--- src/rtl/ppm_pkg.sv ---
// Shared definitions for the 4-ary PPM symbol decoder.
package ppm_pkg;

  typedef enum logic {StIdle, StRun} state_e;

  localparam int unsigned PPM_ORDER     = 4;
  localparam int unsigned BITS_PER_SYM  = 2;
  localparam int unsigned SYMS_PER_BYTE = 4;

endpackage

--- src/rtl/ppm_slot_timer.sv ---
// Cycle/slot/symbol counters for the PPM decoder; held at zero while not running.
module ppm_slot_timer
  import ppm_pkg::*;
#(
  parameter int unsigned SLOT_CYC   = 20,
  parameter int unsigned SAMPLE_OFS = 10
) (
  input  logic       clk,
  input  logic       rst,
  input  logic       i_run,
  output logic [1:0] o_slot,
  output logic [1:0] o_sym,
  output logic       o_sample_tick,
  output logic       o_sym_end,
  output logic       o_byte_end
);

  localparam int unsigned CW = $clog2(SLOT_CYC);
  localparam logic [CW-1:0] CycLast  = CW'(SLOT_CYC - 1);
  localparam logic [CW-1:0] CycSample = CW'(SAMPLE_OFS);
  localparam logic [1:0] SlotLast = 2'(PPM_ORDER - 1);
  localparam logic [1:0] SymLast  = 2'(SYMS_PER_BYTE - 1);

  logic [CW-1:0] r_cyc;
  logic [1:0]    r_slot;
  logic [1:0]    r_sym;

  always_ff @(posedge clk) begin
    if (rst || !i_run) begin
      r_cyc  <= '0;
      r_slot <= '0;
      r_sym  <= '0;
    end else if (r_cyc == CycLast) begin
      r_cyc <= '0;
      if (r_slot == SlotLast) begin
        r_slot <= '0;
        r_sym  <= (r_sym == SymLast) ? 2'd0 : r_sym + 2'd1;
      end else begin
        r_slot <= r_slot + 2'd1;
      end
    end else begin
      r_cyc <= r_cyc + 1'b1;
    end
  end

  assign o_slot        = r_slot;
  assign o_sym         = r_sym;
  assign o_sample_tick = (r_cyc == CycSample);
  assign o_sym_end     = (r_cyc == CycLast) && (r_slot == SlotLast);
  assign o_byte_end    = o_sym_end && (r_sym == SymLast);

endmodule

--- src/rtl/ppm_symbol_dec.sv ---
// Demodulates 4-ary PPM symbols into MSB-first bytes after a frame-start pulse,
// ending each frame with exactly one frame_end or frame_err strobe.
module ppm_symbol_dec
  import ppm_pkg::*;
#(
  parameter int unsigned SLOT_CYC   = 20,
  parameter int unsigned SAMPLE_OFS = 10,
  parameter int unsigned MAX_BYTES  = 16
) (
  input  logic       clk,
  input  logic       rst,
  input  logic       Din,
  input  logic       F_en,
  output logic [7:0] data_out,
  output logic       data_valid,
  output logic [4:0] byte_cnt,
  output logic       frame_end,
  output logic       frame_err,
  output logic       busy
);

  localparam logic [4:0] MaxCnt = 5'(MAX_BYTES);

  state_e                  r_state;
  logic [7-BITS_PER_SYM:0] r_shift;
  logic [BITS_PER_SYM-1:0] r_pos;
  logic                    r_seen;
  logic                    r_multi;

  logic                    w_run;
  logic [1:0]              w_slot;
  logic [1:0]              w_sym;
  logic                    w_sample_tick;
  logic                    w_sym_end;
  logic                    w_byte_end;
  logic                    w_pulse_now;
  logic                    w_seen;
  logic                    w_multi;
  logic [BITS_PER_SYM-1:0] w_pos;
  logic [7:0]              w_byte;
  logic [4:0]              w_cnt_next;

  assign w_run = (r_state == StRun);

  ppm_slot_timer #(
    .SLOT_CYC   (SLOT_CYC),
    .SAMPLE_OFS (SAMPLE_OFS)
  ) u_timer (
    .clk           (clk),
    .rst           (rst),
    .i_run         (w_run),
    .o_slot        (w_slot),
    .o_sym         (w_sym),
    .o_sample_tick (w_sample_tick),
    .o_sym_end     (w_sym_end),
    .o_byte_end    (w_byte_end)
  );

  // Fold in a sample landing on the symbol's last cycle (SAMPLE_OFS == SLOT_CYC-1).
  assign w_pulse_now = w_sample_tick && !Din;
  assign w_seen      = r_seen | w_pulse_now;
  assign w_multi     = r_multi | (r_seen & w_pulse_now);
  assign w_pos       = w_pulse_now ? w_slot : r_pos;
  assign w_byte      = {r_shift, w_pos};
  assign w_cnt_next  = byte_cnt + 5'd1;

  always_ff @(posedge clk) begin
    if (rst) begin
      r_state    <= StIdle;
      r_shift    <= '0;
      r_pos      <= '0;
      r_seen     <= 1'b0;
      r_multi    <= 1'b0;
      data_out   <= 8'h00;
      data_valid <= 1'b0;
      byte_cnt   <= 5'd0;
      frame_end  <= 1'b0;
      frame_err  <= 1'b0;
      busy       <= 1'b0;
    end else begin
      data_valid <= 1'b0;
      frame_end  <= 1'b0;
      frame_err  <= 1'b0;
      unique case (r_state)
        StIdle: begin
          if (F_en) begin
            r_state  <= StRun;
            busy     <= 1'b1;
            byte_cnt <= 5'd0;
            r_seen   <= 1'b0;
            r_multi  <= 1'b0;
          end
        end
        StRun: begin
          if (w_pulse_now) begin
            r_seen <= 1'b1;
            r_pos  <= w_slot;
            if (r_seen) r_multi <= 1'b1;
          end
          if (w_sym_end) begin
            r_seen  <= 1'b0;
            r_multi <= 1'b0;
            if (w_multi || (!w_seen && (w_sym != 2'd0))) begin
              frame_err <= 1'b1;
              r_state   <= StIdle;
              busy      <= 1'b0;
            end else if (!w_seen) begin
              frame_end <= 1'b1;
              r_state   <= StIdle;
              busy      <= 1'b0;
            end else begin
              r_shift <= w_byte[7-BITS_PER_SYM:0];
              if (w_byte_end) begin
                data_out   <= w_byte;
                data_valid <= 1'b1;
                byte_cnt   <= w_cnt_next;
                if (w_cnt_next == MaxCnt) begin
                  frame_end <= 1'b1;
                  r_state   <= StIdle;
                  busy      <= 1'b0;
                end
              end
            end
          end
        end
        default: r_state <= StIdle;
      endcase
    end
  end

endmodule

--- config.mk ---
export PLATFORM = sky130hd
export DESIGN_NAME = ppm_symbol_dec
export DESIGN_NICKNAME = d
export VERILOG_FILES = /design/src/rtl/ppm_pkg.sv /design/src/rtl/ppm_slot_timer.sv /design/src/rtl/ppm_symbol_dec.sv
export SDC_FILE = /design/constraint.sdc
export NUM_CORES = 1
export LEC_CHECK = 0
export ABC_AREA = 0
export CAP_MARGIN = 5
export CELL_PAD_IN_SITES_DETAIL_PLACEMENT = 0
export CELL_PAD_IN_SITES_GLOBAL_PLACEMENT = 1
export CORE_MARGIN = 2
export CORE_UTILIZATION = 42
export CTS_CLUSTER_SIZE = 10
export DETAILED_ROUTE_END_ITERATION = 10
export PLACE_DENSITY_LB_ADDON = 0.05
export SYNTH_ARGS = -nofsm -noshare
export SYNTH_HDL_FRONTEND = slang
export SYNTH_SLANG_ARGS = --single-unit
--- constraint.sdc ---
create_clock -name clk -period 2.2 [get_ports clk]
set_clock_uncertainty 0.1 [all_clocks]
set_input_delay 0.44 -clock clk [delete_from_list [all_inputs] [get_ports clk]]
set_output_delay 0.44 -clock clk [all_outputs]
set_load 0.01 [all_outputs]
# --- Word level (Yosys, flattened, before mapping) ---
# Index checks and enable logic that the tools add are counted.
op_classes:
  addsub: 4
  eq_ne: 14
  n_mux: 36
  bitwise_logic: 7
  n_reduce_logical: 21
ops:
  columns: ["cell", "count"]
  rows:
  - ["$mux 5", 5]
  - ["$mux 1", 23]
  - ["$add 5x1->5 const B", 2]
  - ["$eq 5x5->1 const B", 2]
  - ["$pmux 5 s2", 1]
  - ["$reduce_and 5->1", 2]
  - ["$ne 4x2->1 const B", 2]
  - ["$pmux 1 s2", 4]
  - ["$reduce_and 4->1", 2]
  - ["$mux 2", 3]
  - ["$ne 2x1->1 const B", 3]
  - ["$ne 3x1->1 const B", 2]
  - ["$eq 5x4->1 const B", 1]
  - ["$reduce_or 5->1", 1]
  - ["$add 2x1->2 const B", 2]
  - ["$eq 2x2->1 const B", 2]
  - ["$logic_and 1x1->1", 4]
  - ["$ne 2x2->1 const B", 2]
  - ["$not 1->1", 4]
  - ["$reduce_and 2->1", 2]
  - ["$reduce_or 4->1", 1]
  - ["$logic_not 1->1", 3]
  - ["$reduce_and 3->1", 1]
  - ["$reduce_or 3->1", 1]
  - ["5 further kinds", 7]
word_totals:
  register_bits: 37
  output_inout_bits: 17
  elab_cells: 96

# --- Depth between registers and ports, before layout ---
depth:
  depth_word: 9
  mapped_depth: 6
  depth_no_buf: 6

# --- By module ---
# A second synthesis with hierarchy kept.
hier_totals:
  cells_unflattened: 213
  area_unflattened_um2: 1799.2
by_module_without_submodules:
  columns: ["module", "instances", "cells_each", "area_per_inst_um2"]
  rows:
  - ["ppm_symbol_dec", 1, 168, 1361.3]
  - ["ppm_slot_timer", 1, 45, 437.9]

# --- Least setup slack after synthesis ---
# Ideal clock, no wire load.
synth_path:
  path_type: "flip-flop to flip-flop"
  from: "register u_timer.r_cyc[0]"
  to: "register byte_cnt[0]"
  setup_ns: 0.117
  t_arrival_ns: 1.499
  setup_slack_ns: 0.484
  stages_incl_launch_ff: 7
  synth_period_minus_slack_ns: 1.716
  cell_sequence: "dfxtp_1 > ha_1 > and4bb_4 > and4_4 > buf_6 > a211oi_2 > a22o_1"
synth_via:
  elab_chain_cells: 8
  elab_cells_between_ends: 16
synth_lines:
  columns: ["item", "line_no", "source"]
  rows:
  - ["start, declared", "ppm_slot_timer.sv:24", "logic [CW-1:0] r_cyc;"]
  - ["start signal, assigned", "ppm_slot_timer.sv:42", "r_cyc <= r_cyc + 1'b1;"]
  - ["$eq 5x4->1", "ppm_slot_timer.sv:48", "assign o_sample_tick = (r_cyc == CycSample);"]
  - ["$logic_and 1x1->1", "ppm_symbol_dec.sv:60", "assign w_pulse_now = w_sample_tick && !Din;"]
  - ["$or 1x1->1", "ppm_symbol_dec.sv:61", "assign w_seen = r_seen | w_pulse_now;"]
  - ["$logic_not 1->1", null, null]
  - ["$logic_and 1x1->1", "ppm_symbol_dec.sv:103", "if (w_multi || (!w_seen && (w_sym != 2'd0))) begin"]
  - ["$logic_or 1x1->1", "ppm_symbol_dec.sv:103", null]
  - ["$ne 2x2->1 (no line)", null, null]
  - ["$reduce_and 5->1 (no line) (*)", null, null]
  - ["end signal, assigned", "ppm_symbol_dec.sv:116", "byte_cnt <= w_cnt_next;"]
  - ["end, declared", "ppm_symbol_dec.sv:16", "output logic [4:0] byte_cnt,"]
# Mark *: on every way between the ends. The rest lies on a longest branch, timed or not.
# A chain may end at the register's enable or synchronous reset.

# --- Worst setup path in the final report ---
layout_path:
  from: "register u_timer.r_cyc[0]"
  to: "register byte_cnt[1]"
# The elaborated chain is that of the path after synthesis.

==> results.toml <==
[clock_network]
cts_resized = 0
ctsRootBufferMaster = "clkbuf_8"
clkSlewWorstSetupHoldPaths_ns = 0.07
hold_buffers = 0
clockBufferDepth = 2
h-tree-depth = 2
cts_buffers = 5
cts_tree = "done"
post_cts_buffers = 0
clock_latency_ns = 0.29
clock_sinks = 37

[pwr]
seqPwrFrac_pct = 53.3
combPwrFrac_pct = 5.9
clkPwrFrac_pct = 40.8
internal_power_uw = 994
switching_share_pct = 22.1
peakVddDrop_mv = 0.371
switchingPower_uw = 282
p_leak_uw = 0.000731
pwr_density_cell_nw_per_um2 = 581

[grt]
grt_util_met2_pct = 28.6
grt_pass1_wl_um = 6710
grt_pass1_vias = 1440
antenna_found_initial = 0
grt_use_met1_pct = 21.6
grt-ovfl-total = 0
grt_busiest_layer = "met2"
met3_usage_pct = 4.91
grt_max_degree = 40
track_usage_pct = 17.2

[synth]
synth_largest_area_cell = "dfxtp_1"
synthXorXnorAreaFrac_pct = 1.43
synth.distinct_cells = 43
yosysWarnings = 0
synth_area_sq_um = 1840
seq_area_frac_synth_pct = 40.3
synth-seq-cells = 37
synth_compound_area_share_pct = 16.9
muxShareOfSynthArea_pct = 3.81
synth_top_family_by_area = "simple AND/OR/NAND/NOR gates"
synth_cells = 200
synth_adder_area_share_pct = 4.76
syn-num-nets = 211
syn_avg_cell_area_sq_um = 9.20
synth_top_area_share_pct = 40.3
synthTopCellsByArea = "dfxtp_1, ha_1, nand4b_1"
synth-simple-area-share_pct = 28.2

[sta]
rsz0062_at_grt = "false"
period_share_pct = 88.6
fin_crit_ns = 1.95
setup_ws_ns = 0.252
slew_headroom_pct = 70.4
clock.fmax_mhz = 513
tightest_slew_ns = 0.444
holdWs_ns = 0.359
hold_violations = 0
setup_viol = 0
slew_violations = 0
finalSetupTns_ns = 0

[critical_path]
crit_type = "reg2reg"
crit_path_max_incr_delay_ns = 0.41
reg2reg_from = "u_timer.r_cyc[0]"
required_ns = 2.27
worstRegToRegCells = 5
end_kind = "flip-flop"
reg2reg_slack_ns = 0.25
cp_slowest_cell = "and4_4"
critPathArrivalTime_ns = 2.02
critPathMaxFanout = 21
worstPathCellList = "ha_1 -> and4bb_4 -> and4_4 -> and2_4 -> o21ai_0"
crit_start = "u_timer.r_cyc[0]"
startpoint_type = "flip-flop"
crit_path_end = "byte_cnt[1]"
reg2reg_to = "byte_cnt[1]"

[floorplanning]
die_y_um = 70.2
row_count = 24
fp.dieW_um = 70.2
core_area_sq_um = 4290
die-area_sq_um = 4920
io_pins = 21
initial_core_util_pct = 42.8

[final_layout]
final_core_util_pct = 51.2
diodes = 0
final_nets = 233
drive_above_1_share_pct = 11.7
area_delta_synth_final_pct = 19.6

[detailed_routing]
post_drt_wl_per_cell_um = 14.0
wl_um = 3840
drtIter0Drc = 58
drc = 0
drt-pass1-iter-count = 4
via_per_inst = 5.36
via_count = 1474
ant_nets = 0

[place]
io_buffers = 20
hpwl_um = 2680
pre_cts_slack_ns = 0.0581
gp_congestion = 0.739

[outcome]
status = "finished clean"

[hold_path]
hp-class = "reg2reg"

[run]
drv_cap = 0
[Yosys cell counts]
cell type and instances:
and4_4 1, or4bb_1 1, or3_1 3, nand2b_1 11, dfxtp_1 37, inv_1 6, xnor2_1 2, nor3_1 5
o21a_1 1, a21oi_1 14, o211ai_1 3, xor2_1 1, nand4b_1 10, o22a_1 1, and2_4 1, a22o_1 1
o221ai_1 2, and4bb_4 1, a311oi_1 1, and3_1 1, a31o_2 1, clkbuf_1 6, nor4_1 1, nand2_2 1
o21ai_0 13, or4b_1 1, nor2b_1 7, o31a_1 1, ha_1 7, a211oi_2 5, nand3b_1 4, nand3_1 7
a31oi_1 2, nor4b_4 1, a21oi_2 1, and4_1 1, buf_6 2, nor2_1 18, mux2i_1 7, nand2_1 7
buf_4 2, and2_1 1, buf_1 1
[power by group through the flow]
stage / Combinational, uW / Sequential [uW] / Clock, uW
after floorplan: 43.0 / 698 / 0
after global placement: 75.3 / 696 / 0
after detailed placement: 75.9 / 697 / 0
after CTS: 76.1 / 681 / 536
after global routing: 83.6 / 682 / 574
final: 75.6 / 681 / 520
[worst min path at each step]
stage                                start          endpoint  slack (ns)  cells after the start
after global routing              r_pos[1]          r_pos[1]        0.39                      2
after global placement    u_timer.r_cyc[0]  u_timer.r_cyc[0]        0.35                      1
final                     u_timer.r_cyc[0]  u_timer.r_cyc[0]        0.36                      1
after CTS                         r_pos[1]          r_pos[1]        0.36                      2
after detailed placement  u_timer.r_cyc[0]  u_timer.r_cyc[0]        0.35                      1
after floorplan           u_timer.r_cyc[0]  u_timer.r_cyc[0]        0.33                      1
[metrics by stage]
stage / power (uW) / instances / cell area [sq um]
final: 1280 / 275 / 2200
after global routing: 1340 / 275 / 2200
after CTS: 1290 / 275 / 2200
after detailed placement: 772 / 267 / 2100
after global placement: 772 / 267 / 2100
after floorplan: 741 / 200 / 1840
[cells by family (layout without fill, tap and decap cells)]
logic type,Yosys count,count (layout)
buf+inv,17,40
mux,7,7
compound gates,46,46
flops,37,37
xor+xnor,3,3
simple gates,83,83
fa+ha+maj,7,7
[critical path, delay by kind of cell, from the launching register on]
| family | cells | cell delay (ns) |
|---|---|---|
| simple gates | 3 | 0.99 |
| flops | 1 | 0.37 |
| fa+ha+maj | 1 | 0.26 |
| compound gates | 1 | 0.11 |
[routing by layer]
metal	routed length, um	vias up
met2	1800	17
met3	111	7
met5	0	-
met1	1870	688
li1	-	762
met4	57	0
[cell usage in the layout (no fill, tap or decap), types with 6 or more instances in the layout]
| cell type | instances |
|---|---|
| nor2b_1 | 7 |
| clkbuf_8 | 7 |
| ha_1 | 7 |
| inv_1 | 6 |
| nand3_1 | 7 |
| nand2b_1 | 11 |
| nand2_1 | 7 |
| clkdlybuf4s50_1 | 20 |
| o21ai_0 | 13 |
| nor2_1 | 18 |
| dfxtp_1 | 37 |
| nand4b_1 | 10 |
| mux2i_1 | 7 |
| a21oi_1 | 14 |
[registers in the layout, summed over array words and instances (netlist names)]
name            flops
byte_cnt            5
busy                1
r_multi             1
frame_end           1
data_valid          1
frame_err           1
u_timer.r_cyc       5
data_out            8
u_timer.o_sym       2
r_pos               2
r_state             1
r_shift             6
r_seen              1
u_timer.o_slot      2
[final cells by class]
type / instances / area (sq um)
Tap cell: 52 / 65.1
Multi-Input combinational cell: 146 / 1010
Fill cell: 404 / 2090
Clock buffer: 7 / 96.3
Sequential cell: 37 / 741
Timing Repair Buffer: 26 / 258
Clock inverter: 1 / 5.00
Inverter: 6 / 22.5
(Power assumes the default switching activity.)
